## src/rtl/ni_multi_vc_wb_slave_regs.sv

```systemverilog
// Multi-VC network-interface register bank behind a Wishbone slave port.
// Each VC has its own send/receive descriptor set. A global block holds the
// maskable done-interrupt. Receive starts are arbitrated lowest-VC-first.
// Block index must be wide enough to encode V (S_Aw-4 > log2(V)).
module ni_multi_vc_wb_slave_regs #(
    parameter int V = 4,
    parameter int MAX_TRANSACTION_WIDTH = 10,
    parameter int EAw = 4,
    parameter int C = 4,
    parameter int WEIGHTw = 4,
    parameter int Dw = 32,
    parameter int S_Aw = 7,
    localparam int Cw = (C > 1) ? $clog2(C) : 1
) (
    input  logic                                clk,
    input  logic                                reset,
    input  logic                                state_reg_enable,
    input  logic [V-1:0]                        send_fsm_is_ideal,
    input  logic [V-1:0]                        receive_fsm_is_ideal,
    input  logic [V-1:0]                        receive_vc_got_packet,
    input  logic [V-1:0]                        receive_done,
    input  logic [V-1:0]                        send_done,
    input  logic                                all_save_done_reg_rst,
    input  logic [Dw-1:0]                       s_dat_i,
    input  logic [S_Aw-1:0]                     s_addr_i,
    input  logic                                s_stb_i,
    input  logic                                s_cyc_i,
    input  logic                                s_we_i,
    output logic [Dw-1:0]                       s_dat_o,
    output logic                                s_ack_o,
    output logic [V*Dw-1:0]                     send_start_addr,
    output logic [V*Dw-1:0]                     receive_start_addr,
    output logic [V*MAX_TRANSACTION_WIDTH-1:0]  send_data_size,
    output logic [V*MAX_TRANSACTION_WIDTH-1:0]  max_receive_buff_siz,
    output logic [V*EAw-1:0]                    dest_e_addr,
    output logic [V*Cw-1:0]                     pck_class,
    output logic [V*WEIGHTw-1:0]                weight,
    output logic [V-1:0]                        send_start,
    output logic [V-1:0]                        receive_start,
    output logic [V-1:0]                        receive_packet_is_saved,
    output logic                                irq
);
    localparam int OFFSET_w = $clog2(Dw / 8);
    localparam int BLK_W    = S_Aw - 4;
    localparam int VW       = (V > 1) ? $clog2(V) : 1;
    localparam int MTW      = MAX_TRANSACTION_WIDTH;

    logic [Dw-1:0]      send_addr_r [V];
    logic [Dw-1:0]      recv_addr_r [V];
    logic [MTW-1:0]     send_size_r [V];
    logic [MTW-1:0]     recv_max_r  [V];
    logic [EAw-1:0]     dest_r      [V];
    logic [Cw-1:0]      class_r     [V];
    logic [WEIGHTw-1:0] weight_r    [V];
    logic [V-1:0]       send_start_r, receive_en_r, saved_r;
    logic [2*V-1:0]     irq_status_r, irq_enable_r;
    logic               irq_r, ack_r;
    logic [Dw-1:0]      dat_r;

    logic               acc_s, wr_s, glb_wr_s;
    logic [BLK_W-1:0]   blk_s;
    logic [VW-1:0]      vc_s;
    logic [3:0]         off_s;
    logic [Dw-1:0]      word_addr_s, rd_data_s;
    logic [V-1:0]       vc_wr_s, tx_wr_s, rx_wr_s, recv_ctrl_wr_s, req_s, grant_s;
    logic [2*V-1:0]     irq_w1c_s;

    assign acc_s       = s_stb_i & s_cyc_i & ~ack_r;
    assign wr_s        = acc_s & s_we_i & state_reg_enable;
    assign blk_s       = s_addr_i[S_Aw-1:4];
    assign vc_s        = blk_s[VW-1:0];
    assign off_s       = s_addr_i[3:0];
    assign word_addr_s = s_dat_i >> OFFSET_w;
    assign glb_wr_s    = wr_s & (blk_s == BLK_W'(V));

    // Decode which VC block a committed write targets, gated by FSM idleness
    always_comb begin
        vc_wr_s = '0;
        for (int v = 0; v < V; v++) begin
            vc_wr_s[v] = wr_s & (blk_s == BLK_W'(v));
        end
        tx_wr_s        = vc_wr_s & send_fsm_is_ideal;
        rx_wr_s        = vc_wr_s & receive_fsm_is_ideal;
        recv_ctrl_wr_s = rx_wr_s & {V{off_s == 4'd10}};
        irq_w1c_s      = (glb_wr_s && (off_s == 4'd0)) ? s_dat_i[2*V-1:0] : '0;
    end

    // Lowest-index receive request wins; at most one receive launches per cycle
    assign req_s   = receive_fsm_is_ideal & receive_vc_got_packet & receive_en_r;
    assign grant_s = req_s & (~req_s + V'(1'b1));

    // Per-VC send/receive descriptor registers and send-start pulse
    always_ff @(posedge clk) begin
        if (!reset) begin
            for (int v = 0; v < V; v++) begin
                send_addr_r[v] <= '0;
                recv_addr_r[v] <= '0;
                send_size_r[v] <= '0;
                recv_max_r[v]  <= '0;
                dest_r[v]      <= '0;
                class_r[v]     <= '0;
                weight_r[v]    <= WEIGHTw'(1'b1);
            end
            send_start_r <= '0;
        end else begin
            send_start_r <= '0;
            for (int v = 0; v < V; v++) begin
                if (tx_wr_s[v]) begin
                    case (off_s)
                        4'd3: send_size_r[v] <= s_dat_i[MTW-1:0];
                        4'd4: send_addr_r[v] <= word_addr_s;
                        4'd5: begin
                            dest_r[v]       <= s_dat_i[EAw-1:0];
                            class_r[v]      <= s_dat_i[16 +: Cw];
                            weight_r[v]     <= s_dat_i[24 +: WEIGHTw];
                            send_start_r[v] <= 1'b1;
                        end
                        default: ;
                    endcase
                end
                if (rx_wr_s[v]) begin
                    case (off_s)
                        4'd8:    recv_addr_r[v] <= word_addr_s;
                        4'd11:   recv_max_r[v]  <= s_dat_i[MTW-1:0];
                        default: ;
                    endcase
                end
            end
        end
    end

    // Receive enable and saved flags; RECV_CTRL write beats completion/clear
    always_ff @(posedge clk) begin
        if (!reset) begin
            receive_en_r <= '0;
            saved_r      <= '0;
        end else begin
            for (int v = 0; v < V; v++) begin
                if (recv_ctrl_wr_s[v]) begin
                    receive_en_r[v] <= 1'b1;
                end else if (grant_s[v]) begin
                    receive_en_r[v] <= 1'b0;
                end
                if (recv_ctrl_wr_s[v]) begin
                    saved_r[v] <= 1'b0;
                end else if (receive_done[v]) begin
                    saved_r[v] <= 1'b1;
                end else if (all_save_done_reg_rst) begin
                    saved_r[v] <= 1'b0;
                end
            end
        end
    end

    // Interrupt status (W1C, set wins), enable mask and registered irq
    always_ff @(posedge clk) begin
        if (!reset) begin
            irq_status_r <= '0;
            irq_enable_r <= '0;
            irq_r        <= 1'b0;
        end else begin
            irq_status_r <= (irq_status_r & ~irq_w1c_s) | {receive_done, send_done};
            if (glb_wr_s && (off_s == 4'd1)) begin
                irq_enable_r <= s_dat_i[2*V-1:0];
            end
            irq_r <= |(irq_status_r & irq_enable_r);
        end
    end

    // Readback mux; unmapped blocks and offsets read as zero
    always_comb begin
        rd_data_s = '0;
        if (blk_s < BLK_W'(V)) begin
            case (off_s)
                4'd0: rd_data_s[4:0] = {receive_vc_got_packet[vc_s], saved_r[vc_s],
                                        receive_en_r[vc_s], receive_fsm_is_ideal[vc_s],
                                        send_fsm_is_ideal[vc_s]};
                4'd3: rd_data_s[MTW-1:0] = send_size_r[vc_s];
                4'd4: rd_data_s = send_addr_r[vc_s];
                4'd5: begin
                    rd_data_s[EAw-1:0]      = dest_r[vc_s];
                    rd_data_s[16 +: Cw]     = class_r[vc_s];
                    rd_data_s[24 +: WEIGHTw] = weight_r[vc_s];
                end
                4'd8:  rd_data_s = recv_addr_r[vc_s];
                4'd11: rd_data_s[MTW-1:0] = recv_max_r[vc_s];
                default: rd_data_s = '0;
            endcase
        end else if (blk_s == BLK_W'(V)) begin
            case (off_s)
                4'd0:    rd_data_s[2*V-1:0] = irq_status_r;
                4'd1:    rd_data_s[2*V-1:0] = irq_enable_r;
                default: rd_data_s = '0;
            endcase
        end else begin
            rd_data_s = '0;
        end
    end

    // Registered ack and read data; every access completes in two cycles
    always_ff @(posedge clk) begin
        if (!reset) begin
            ack_r <= 1'b0;
            dat_r <= '0;
        end else begin
            ack_r <= acc_s;
            if (acc_s) begin
                dat_r <= rd_data_s;
            end
        end
    end

    // Flatten per-VC registers onto the packed output buses
    for (genvar g = 0; g < V; g++) begin : g_flat
        assign send_start_addr[g*Dw +: Dw]         = send_addr_r[g];
        assign receive_start_addr[g*Dw +: Dw]      = recv_addr_r[g];
        assign send_data_size[g*MTW +: MTW]        = send_size_r[g];
        assign max_receive_buff_siz[g*MTW +: MTW]  = recv_max_r[g];
        assign dest_e_addr[g*EAw +: EAw]           = dest_r[g];
        assign pck_class[g*Cw +: Cw]               = class_r[g];
        assign weight[g*WEIGHTw +: WEIGHTw]        = weight_r[g];
    end

    assign send_start              = send_start_r;
    assign receive_start           = grant_s;
    assign receive_packet_is_saved = saved_r;
    assign irq                     = irq_r;
    assign s_ack_o                 = ack_r;
    assign s_dat_o                 = dat_r;
endmodule

```

## config.mk

```make
export PLATFORM = sky130hd
export DESIGN_NAME = ni_multi_vc_wb_slave_regs
export DESIGN_NICKNAME = d
export VERILOG_FILES = /design/src/rtl/ni_multi_vc_wb_slave_regs.sv
export SDC_FILE = /design/constraint.sdc
export NUM_CORES = 1
export LEC_CHECK = 0
export CAP_MARGIN = 25
export CORE_MARGIN = 2
export CORE_UTILIZATION = 30
export DETAILED_ROUTE_END_ITERATION = 10
export SLEW_MARGIN = 0
export SYNTH_ARGS = -nofsm -noshare
export SYNTH_HDL_FRONTEND = slang
export SYNTH_SLANG_ARGS = --single-unit
export TNS_END_PERCENT = 10
```

## constraint.sdc

```tcl
create_clock -name clk -period 8.34 [get_ports clk]
set_input_delay 1.668 -clock clk [delete_from_list [all_inputs] [get_ports clk]]
set_output_delay 1.668 -clock clk [all_outputs]
set_load 0.05 [all_outputs]
```

Yosys cells after proc, flatten, opt, wreduce, memory -nomap -nowiden
Memory sizes are Yosys's and may differ from the RTL's.
Index checks and enable logic that the tools add are counted.
{"block": "classes", "add_sub_neg": 1, "magnitude_cmp": 2, "n_eq_ne": 11, "n_mux": 129, "n_bitwise": 50, "n_reduce_logical": 17}
{"op": "$mux 30", "count": 8}
{"op": "$mux 1", "count": 84}
{"op": "$mux 10", "count": 8}
{"op": "$mux 32", "count": 1}
{"op": "$mux 4", "count": 8}
{"op": "$or 1x1->1", "count": 28}
{"op": "$and 4x4->4", "count": 6}
{"op": "$pmux 4 s6", "count": 1}
{"op": "$pmux 6 s2", "count": 2}
{"op": "$pmux 5 s4", "count": 1}
{"op": "$and 8x8->8", "count": 2}
{"op": "$mux 8", "count": 2}
{"op": "$pmux 8 s2", "count": 1}
{"op": "$reduce_bool 2->1", "count": 8}
{"op": "$eq 4x4->1 const B", "count": 3}
{"op": "$pmux 4 s3", "count": 1}
{"op": "$bmux 1 s2", "count": 5}
{"op": "$and 1x1->1", "count": 9}
{"op": "$eq 4x3->1 const B", "count": 2}
{"op": "$mux 2", "count": 4}
{"op": "$not 8->8", "count": 1}
{"op": "$or 8x8->8", "count": 1}
{"op": "$pmux 4 s2", "count": 1}
{"op": "$reduce_or 2->1", "count": 4}
{"op": "16 further kinds", "count": 19}
{"block": "word_totals", "reg_bits": 62, "ramBits": 360, "elab_cells": 231, "mem_count": 7}
{"name": "recv_addr_r", "words": 4, "width": 30, "read_ports": 5, "rd_clocked_by_memory_dff": 0, "write_ports": 4, "line_no": "49", "source": "logic [Dw-1:0] recv_addr_r [V];"}
{"name": "send_addr_r", "words": 4, "width": 30, "read_ports": 5, "rd_clocked_by_memory_dff": 0, "write_ports": 4, "line_no": "48", "source": "logic [Dw-1:0] send_addr_r [V];"}
{"name": "recv_max_r", "words": 4, "width": 10, "read_ports": 5, "rd_clocked_by_memory_dff": 0, "write_ports": 4, "line_no": "51", "source": "logic [MTW-1:0] recv_max_r [V];"}
{"name": "send_size_r", "words": 4, "width": 10, "read_ports": 5, "rd_clocked_by_memory_dff": 0, "write_ports": 4, "line_no": "50", "source": "logic [MTW-1:0] send_size_r [V];"}
{"name": "dest_r", "words": 4, "width": 4, "read_ports": 5, "rd_clocked_by_memory_dff": 0, "write_ports": 4, "line_no": "52", "source": "logic [EAw-1:0] dest_r [V];"}
{"name": "weight_r", "words": 4, "width": 4, "read_ports": 5, "rd_clocked_by_memory_dff": 0, "write_ports": 4, "line_no": "54", "source": "logic [WEIGHTw-1:0] weight_r [V];"}
{"name": "+1 memories"}

Longest topological paths before layout
Gate-level depths: netlist of the first run.
{"block": "depth", "depth_word": 10, "depth_mapped": 8, "mapped_depth_nobuf": 4}

Worst setup path after synthesis of the first run
Ideal clock, no wire load.
{"block": "synth_path", "path_kind": "input -> register", "from": "input s_addr_i[0]", "to": "memory recv_addr_r[0][0] (netlist name), enable pin", "setup_time_ns": 0.459, "t_arrival_ns": 4.777, "required_ns": 7.881, "slack_ns": 3.105, "path_stages": 5, "n_path_buf": 2, "path_cell_list": "nor4b_2 > buf_2 > buf_2 > nand2_1 > o21ai_0"}
{"element": "start, declared", "line_no": "25", "source": "input logic [S_Aw-1:0] s_addr_i,"}
{"element": "end, declared", "line_no": "49"}

Worst setup path after layout of the first run
{"block": "layout_path", "from": "input receive_fsm_is_ideal[0]", "to": "output receive_start[3]"}
{"block": "layout_between", "elab_chain_len": 5}
{"element": "start, declared", "line_no": "19", "source": "input logic [V-1:0] receive_fsm_is_ideal,"}
{"element": "$and 4x4->4 (2 in a row)", "line_no": "89", "source": "assign req_s = receive_fsm_is_ideal & receive_vc_got_packet & receive_en_r;"}
{"element": "$not 4->4", "line_no": "90", "source": "assign grant_s = req_s & (~req_s + V'(1'b1));"}
{"element": "$add 4x1->4", "line_no": "90"}
{"element": "$and 4x4->4", "line_no": "90"}
{"element": "end, declared", "line_no": "39", "source": "output logic [V-1:0] receive_start,"}
Every way passes these cells.

==> results of run 1 <==
## cells in the mapped netlist (all sizes together) (2+ instances only)
master  count
nand2      24
nor3       15
a22o       40
nor4b       3
a32o        2
o31ai       3
and4bb      2
mux4       95
a22oi      29
nand3b      5
nor2       39
o311ai      4
edfxtp    360
a211oi      2
dfxtp      60
o21ai      33
a21boi      8
o21a        8
nor3b       2
and2      356
nand3      14
nand4       5
mux2i      11
buf        59
inv         4
clkbuf     61
nor4bb      3
a21oi      22
and3b       6
nand2b      5
## power breakdown
group | switching, mW | internal (mW)
logic | 0.516 | 0.235
clock network | 0.870 | 1.15
registers | 0.0529 | 2.35
## metrics by stage
stage | util | total power [mW] | setup WS, ps
global route | 0.417 | 5.32 | 3110
floorplan | - | 2.88 | 3100
global placement | 0.393 | 3.19 | 3140
finish | 0.417 | 5.17 | 3160
detailed placement | 0.393 | 3.20 | 3080
CTS | 0.417 | 5.22 | 3200
## final cells by class
cell class | instances | area, µm²
clock inverter | 17 | 129
antenna | 1 | 2.50
sequential | 420 | 12000
inverter | 5 | 18.8
multi-input combinational | 766 | 6650
fill | 5744 | 36700
clock buffer | 69 | 1340
timing repair buffer | 511 | 5060
tap | 846 | 1060
## cells by family (layout without fill, tap and decap cells)
logic type,Yosys count,count (layout),synth area share
buffers and inverters,125,602,0.0357
multiplexers,107,107,0.119
other,1,19,0.000196
flip-flops,420,420,0.629
AO/OA/AOI/OAI,158,158,0.0584
AND/OR/NAND/NOR,483,483,0.157
## worst register-to-register path, cell delays in order, from the launching register on
cell and delay, ps:
dfxtp_1 340, nand3b_1 170, buf_4 300, nor3_1 640, nand2_1 270, o21ai_4 620
buf_4 470
## per-layer routing
layer,global-route usage,vias up,part of all wire
li1,-,5730,-
met1,0.286,6949,0.40
met2,0.365,684,0.48
met3,0.0570,126,0.085
met4,0.0833,0,0.036
met5,0,-,0
## state kept, by name, indices dropped and copies added, names as in the netlist
name,flops
send_size_r,40
receive_packet_is_saved,4
send_addr_r,120
send_start,4
class_r,8
receive_en_r,4
s_ack_o,1
weight_r,16
recv_addr_r,120
dest_r,16
irq_status_r,8
irq,1
irq_enable_r,8
s_dat_o,30
recv_max_r,40
## worst paths after layout
| check | to | slack [ps] | cells past startpoint |
|---|---|---|---|
| min reg2reg | s_dat_o[26] | 460 | 2 |
| max | receive_start[3] | 3160 | 5 |
| max reg2reg | send_addr_r[1][27] | 5180 | 6 |
| min | s_dat_o[26] | 460 | 2 |
==> flow_summary_export.csv, run 1 <==
group,metric,value,unit
run_status,outcome,"finished clean",
routing,detail_route.vias_per_cell,5.12,
setup_path,critPathBufInv,2,
sta,hold_viol,0,
sta,period_minus_slack,5180,ps
finish,final_common_cell,"clkdlybuf4s50_1",
setup_path,path_class,"in -> out",
clock_network,cts_hold_buf,0,
finish,design_area,26300,µm²
routing,drt-pass1-iter-count,5,
routing,drt_iter0_markers,1251,
synth,synthFlopType,"edfxtp_1",
setup_path,critPathMaxFanout,6,
sta,rsz0062_at_grt,"no",
routing,wl_per_cell,28.6,µm
synth,synth-seq-cells,420,
synth,ys_types,58,
synth,synth_edf_count,360,
floorplan,fp-row-count,92,
sta,worst_slew_pin_slew,1110,ps
finish,nNetsFinal,1817,
min_path,holdCritPathClass,"reg -> reg",
synth,yosysTopAreaCell,"edfxtp_1",
setup_path,crit_path_max_incr_delay,820,ps
synth,netlist_area,19100,µm²
routing,num_vias,13500,
pwr,peakVddDrop,152,µV
place,hpwlAfterDp,52800,µm
setup_path,slowest_stage,"clkdlybuf4s50_1",
clock_network,h-tree-depth,2,
place,gp_congestion,0.852,
pwr,power.density,197,nW/µm²
synth,async_reset_ff_frac,0,
clock_network,clock_sinks,420,
sta,tns,0,ps
setup_path,cp-start-kind,"input pin",
synth,syn_inst,1294,
sta,fin_crit_sh,0.621,
synth,yosysSeqAreaShare,0.629,
grt,antenna_found_initial,5,
floorplan,die_height,256,µm
floorplan,fp.coreArea,63000,µm²
sta,worst_slew_margin_rel,0.259,
setup_path,cp.required,6670,ps
clock_network,cts_resized,0,
grt,grt_max_degree,58,
setup_path,cp-end-kind,"primary output",
clock_network,cts_buffer_depth,3,
clock_network,numCtsBuffers,47,
setup_path,crit_top_cell,"clkdlybuf4s50_1",
place,portBuffers,469,
sta,fmax,0.193,GHz
floorplan,die_w,256,µm
clock_network,cts_tree,"yes",
clock_network,clk_pin_slew,60,ps
place,placedCellCount,2545,
sta,finalSetupViolations,0,
grt,grt.total_usage,0.223,
clock_network,post_cts_buffers,0,
synth,synth_top_area_share,0.566,
place,place_area,24800,µm²
sta,report.final.slew_viol_count,0,
setup_path,regToRegStartpoint,"s_ack_o",
synth,synth.area.top_cells,"edfxtp_1 57%, and2_1 12%, mux4_2 11%",
sta,whs,464,ps
routing,drtAntennaViolNets,0,
floorplan,io_pins,488,
setup_path,cp.arrival,3510,ps
grt,grt_first_pass_wirelength,105000,µm
flow_run,maxCapViolations,0,
min_path,hold_start,"s_dat_o[26]",
routing,wl,75300,µm
clock_network,cts_root_buf,"clkbuf_16",
setup_path,cp_top_family,"buffers and inverters",
grt,grt_overflow,0,
synth,ys_warn_count,0,
setup_path,crit_start,"receive_fsm_is_ideal[0]",
finish,drive_gt1_frac,0.132,
clock_network,clock_latency,590,ps
finish,final_cell_mix,"466 x clkdlybuf4s50_1, 360 x edfxtp_1, 356 x and2_1",
finish,area_growth,37.7,%
setup_path,critical_path.cell_chain,"clkdlybuf4s50_1 > nand3_1 > nand2_1 > nor2_1 > clkdlybuf4s50_1",
synth,syn_avg_cell_area,14.8,µm²
finish,stdcell_count,2635,
grt,grt_pass1_vias,13600,
floorplan,dieArea,65700,µm²
pwr,leakage,9.27,nW
sta,finalClockSkew,16.0,ps
floorplan,start_util,0.303,
routing,drcViolationCount,0,
(Power assumes the default switching activity.)
==> inputs of run 2 (changes only) <==
==> constraint.sdc (replaced) <==
create_clock -name clk -period 5.2 [get_ports clk]
set_input_delay 1.04 -clock clk [delete_from_list [all_inputs] [get_ports clk]]
set_output_delay 1.04 -clock clk [all_outputs]
set_load 0.05 [all_outputs]
==> flow_summary_export.csv, run 2 (same netlist as run 1, synthesis figures left out) <==
group,metric,value,unit
min_path,holdPathStages,2,
sta,report.final.slew_viol_count,0,
floorplan,fp-row-count,92,
clock_network,cts_hold_buf,0,
sta,worst_slew_pin_slew,972,ps
sta,finalSetupViolations,0,
finish,fillerInstances,5812,
sta,period_minus_slack,3940,ps
setup_path,rrSetupSlack,2230,ps
routing,drt_iter0_markers,1143,
sta,fmax,0.254,GHz
place,portBuffers,469,
routing,drtAntennaViolNets,0,
finish,area_growth,38.9,%
floorplan,die_w,256,µm
finish,regArea,12000,µm²
routing,drcViolationCount,0,
finish,drive_gt1_frac,0.136,
clock_network,post_cts_buffers,0,
clock_network,numCtsBuffers,50,
finish,multi_input_area,6650,µm²
setup_path,cp-end-kind,"primary output",
sta,fin_crit_sh,0.758,
min_path,hold_start,"s_dat_o[26]",
grt,grt.total_usage,0.219,
floorplan,start_util,0.303,
finish,reg.largest.list,"recv_addr_r (120), send_addr_r (120)",
sta,finalClockSkew,17.0,ps
clock_network,cts_buffer_depth,3,
sta,rsz0062_at_grt,"no",
clock_network,clock_latency,590,ps
place,place_area,24900,µm²
grt,grt_first_pass_wirelength,103000,µm
finish,utilization,0.421,
clock_network,cts_tree,"yes",
setup_path,reg2reg_depth,5,
clock_network,cts_resized,0,
grt,grt_pass1_vias,13500,
min_path,whs_endpoint,"s_dat_o[26]",
clock_network,clock_sinks,420,
finish,final_common_cell,"clkdlybuf4s50_1",
pwr,leakage,9.37,nW
sta,hold_viol,0,
pwr,power.density,323,nW/µm²
clock_network,clk_pin_slew,60,ps
setup_path,cp-start-kind,"input pin",
finish,nNetsFinal,1822,
setup_path,critPathMaxFanout,6,
sta,whs,467,ps
grt,antenna_found_initial,6,
routing,wl,73700,µm
sta,tns,0,ps
routing,num_vias,13400,
setup_path,path_class,"in -> out",
routing,detail_route.vias_per_cell,5.07,
place,gp_congestion,0.849,
floorplan,fp.coreArea,63000,µm²
setup_path,cp.arrival,2900,ps
setup_path,cp.required,4160,ps
setup_path,regToRegStartpoint,"s_ack_o",
routing,drt-pass1-iter-count,7,
floorplan,dieArea,65700,µm²
pwr,peakVddDrop,187,µV
place,hpwlAfterDp,52800,µm
run_status,outcome,"finished clean",
sta,setup_slack,1260,ps
grt,grt_overflow,0,
clock_network,cts_root_buf,"clkbuf_16",
floorplan,io_pins,488,
place,post-place-ws,1040,ps
min_path,holdCritPathClass,"reg -> reg",
sta,worst_slew_margin_rel,0.347,
finish,design_area,26500,µm²
setup_path,rr_endpoint,"recv_addr_r[0][1]",
routing,wl_per_cell,27.9,µm
floorplan,die_height,256,µm
finish,final_cell_mix,"466 x clkdlybuf4s50_1, 360 x edfxtp_1, 356 x and2_1",
grt,grt_max_degree,53,
flow_run,maxCapViolations,0,
clock_network,h-tree-depth,2,
run 2: changes by cell type in the layout (fill, tap and decap cells not counted), moves of 2 or more:
cell / previous run / this run
buf_4: 38 / 34
clkbuf_16: 49 / 51
clkinv_2: 4 / 6
buf_12: 1 / 11
clkinv_1: 7 / 10
clkinvlp_4: 1 / 3
bufinv_16: 1 / 5
clkbuf_1: 16 / 13
buf_16: 2 / 0
run 2: power breakdown:
| group | internal (mW) | switching [mW] | leakage (nW) |
|---|---|---|---|
| combinational | 0.384 | 0.823 | 4.46 |
| sequential | 3.77 | 0.0829 | 4.12 |
| clock | 2.09 | 1.41 | 0.783 |
run 2: area by class of cell:
| class | instances | share of cell area |
|---|---|---|
| Inverter | 5 | 0.000708 |
| Sequential cell | 420 | 0.453 |
| Timing Repair Buffer | 513 | 0.194 |
| Antenna cell | 2 | 0.000189 |
| Tap cell | 846 | 0.0399 |
| Clock buffer | 67 | 0.0515 |
| Clock inverter | 25 | 0.00958 |
| Multi-Input combinational cell | 766 | 0.251 |
run 2: per-stage QoR:
step	std cells	total power [mW]
2_1_floorplan	1311	4.63
3_3_place_gp	2550	5.13
3_5_place_dp	2550	5.13
4_1_cts	2642	8.62
5_1_grt	2643	8.79
6_report	2644	8.55
run 2: how the worst max path moves through the flow:
stage	startpoint	to	slack [ps]	cells after the start
finish	receive_fsm_is_ideal[0]	receive_start[3]	1260	5
global route	receive_fsm_is_ideal[0]	receive_start[3]	1170	5
CTS	receive_fsm_is_ideal[0]	receive_start[3]	1270	5
detailed placement	s_addr_i[6]	send_addr_r[1][25]	1040	6
global placement	s_addr_i[6]	send_addr_r[2][0]	1090	6
floorplan	s_addr_i[0]	recv_addr_r[0][0]	590	5
run 2: per-layer routing:
metal	track usage	vias to the layer above	wire, µm	share of wire
met4	0.0614	0	1800	0.024
met3	0.0556	94	6610	0.090
li1	-	5742	-	-
met5	0	-	0	0
met1	0.283	6918	29300	0.40
met2	0.365	655	36000	0.49
run 2: worst max-delay path, stage by stage:
cell and delay (ps):
clkdlybuf4s50_1 580, nand3_1 220, nand2_1 120, nor2_1 130, clkdlybuf4s50_1 810
==> inputs of run 3 (changes only) <==
==> constraint.sdc (replaced) <==
create_clock -name clk -period 3.9 [get_ports clk]
set_input_delay 0.78 -clock clk [delete_from_list [all_inputs] [get_ports clk]]
set_output_delay 0.78 -clock clk [all_outputs]
set_load 0.05 [all_outputs]
==> flow_summary_export.csv, run 3 (same netlist as run 1, synthesis figures left out) <==
group,metric,value,unit
setup_path,critPathBufInv,2,
place,placedCellCount,2584,
clock_network,clock_latency,580,ps
floorplan,fp.coreArea,63000,µm²
setup_path,rrSetupSlack,1730,ps
min_path,whs_endpoint,"s_dat_o[25]",
sta,finalSetupViolations,0,
finish,stdcell_count,2673,
clock_network,cts_root_buf,"clkbuf_16",
run_status,outcome,"finished clean",
setup_path,slowest_stage,"clkdlybuf4s50_1",
sta,setup_slack,565,ps
sta,report.final.slew_viol_count,0,
clock_network,h-tree-depth,2,
clock_network,cts_buffer_depth,3,
setup_path,path_class,"in -> out",
finish,reg.largest.list,"recv_addr_r (120), send_addr_r (120)",
setup_path,critPathMaxFanout,6,
pwr,power.density,417,nW/µm²
finish,final_common_cell,"clkdlybuf4s50_1",
setup_path,cp_top_family,"buffers and inverters",
sta,worst_slew_pin_slew,1130,ps
setup_path,cp-start-kind,"input pin",
clock_network,numCtsBuffers,47,
pwr,total_power,11.1,mW
finish,drive_gt1_frac,0.150,
setup_path,critical_path.cell_chain,"clkdlybuf4s50_1 > nand3_1 > nand2_1 > nor2_1 > clkdlybuf4s50_1",
flow_run,maxCapViolations,0,
sta,fin_crit_sh,0.855,
floorplan,die_height,256,µm
place,portBuffers,469,
clock_network,cts_tree,"yes",
setup_path,cp.arrival,2550,ps
grt,grt.total_usage,0.225,
routing,drt_iter0_markers,1142,
grt,grt_overflow,0,
finish,final_cell_mix,"466 x clkdlybuf4s50_1, 360 x edfxtp_1, 356 x and2_1",
place,gp_congestion,0.841,
sta,tns,0,ps
setup_path,cp.required,3120,ps
setup_path,cp-end-kind,"primary output",
pwr,peakVddDrop,319,µV
grt,grt_pass1_vias,13800,
clock_network,clk_pin_slew,60,ps
floorplan,fp-row-count,92,
setup_path,crit_path_max_incr_delay,810,ps
finish,nNetsFinal,1853,
setup_path,crit_top_cell,"clkdlybuf4s50_1",
floorplan,die_w,256,µm
min_path,holdPathStages,2,
routing,drt-pass1-iter-count,7,
pwr,leakage,9.50,nW
sta,finalClockSkew,13.9,ps
min_path,holdCritPathClass,"reg -> reg",
sta,hold_viol,0,
sta,worst_slew_margin_rel,0.243,
min_path,hold_start,"s_dat_o[25]",
routing,drcViolationCount,0,
clock_network,post_cts_buffers,0,
place,post-place-ws,571,ps
routing,num_vias,13400,
sta,fmax,0.300,GHz
sta,rsz0062_at_grt,"no",
finish,area_growth,39.8,%
grt,grt_max_degree,55,
floorplan,start_util,0.303,
clock_network,cts_hold_buf,0,
grt,grt_first_pass_wirelength,105000,µm
routing,detail_route.vias_per_cell,5.03,
setup_path,regToRegStartpoint,"s_ack_o",
sta,period_minus_slack,3330,ps
place,place_area,25200,µm²
finish,design_area,26700,µm²
setup_path,reg2reg_depth,7,
grt,antenna_found_initial,3,
setup_path,rr_endpoint,"send_size_r[3][3]",
place,hpwlAfterDp,54300,µm
routing,wl,74900,µm
routing,wl_per_cell,28.0,µm
clock_network,clock_sinks,420,
floorplan,io_pins,488,
routing,drtAntennaViolNets,0,
floorplan,dieArea,65700,µm²
clock_network,cts_resized,0,
## run 3: routing by layer
layer / GRT usage / vias up / routed length, µm / part of all wire
met1: 0.287 / 6878 / 30200 / 0.40
met4: 0.0775 / 2 / 2540 / 0.034
met2: 0.369 / 630 / 35800 / 0.48
met3: 0.0592 / 130 / 6380 / 0.085
met5: 0 / - / 12 / 0.00016
li1: - / 5801 / - / -
## run 3: power by group
part	total (mW)	switching [mW]	leakage [nW]	internal (mW)
Combinational	1.63	1.10	4.66	0.530
Sequential	5.13	0.108	4.12	5.02
Clock	4.37	1.86	0.725	2.50
## run 3: how the worst max path moves through the flow
stage          cells after the start               startpoint                  to
2_1_floorplan                      5              s_addr_i[0]   recv_addr_r[0][0]
3_3_place_gp                       5  receive_fsm_is_ideal[0]    receive_start[1]
3_5_place_dp                       6              s_addr_i[2]  send_addr_r[1][23]
4_1_cts                            5  receive_fsm_is_ideal[0]    receive_start[3]
5_1_grt                            5  receive_fsm_is_ideal[0]    receive_start[2]
6_report                           5  receive_fsm_is_ideal[0]    receive_start[3]
## run 3: area by class of cell
type / count / area [µm²]
diodes: 1 / 2.50
clock buffers: 63 / 1280
clock inverters: 25 / 213
fillers: 5795 / 36300
inverters: 5 / 18.8
multi-input cells: 766 / 6650
flip-flops and latches: 420 / 12000
well taps: 846 / 1060
repair buffers: 547 / 5450
## run 3: metrics by stage
step,hold WS (ps),utilization
after floorplan,464,-
after global placement,457,0.400
after detailed placement,454,0.400
after CTS,462,0.424
after global routing,489,0.424
final,461,0.424
## run 3: worst reg2reg max path, delay by kind of cell, from the launching register on
family	cells	cell delay [ps]
buffers and inverters	3	720
AOI/OAI and AO/OA	1	160
DFF	1	310
and+or+nand+nor	3	660
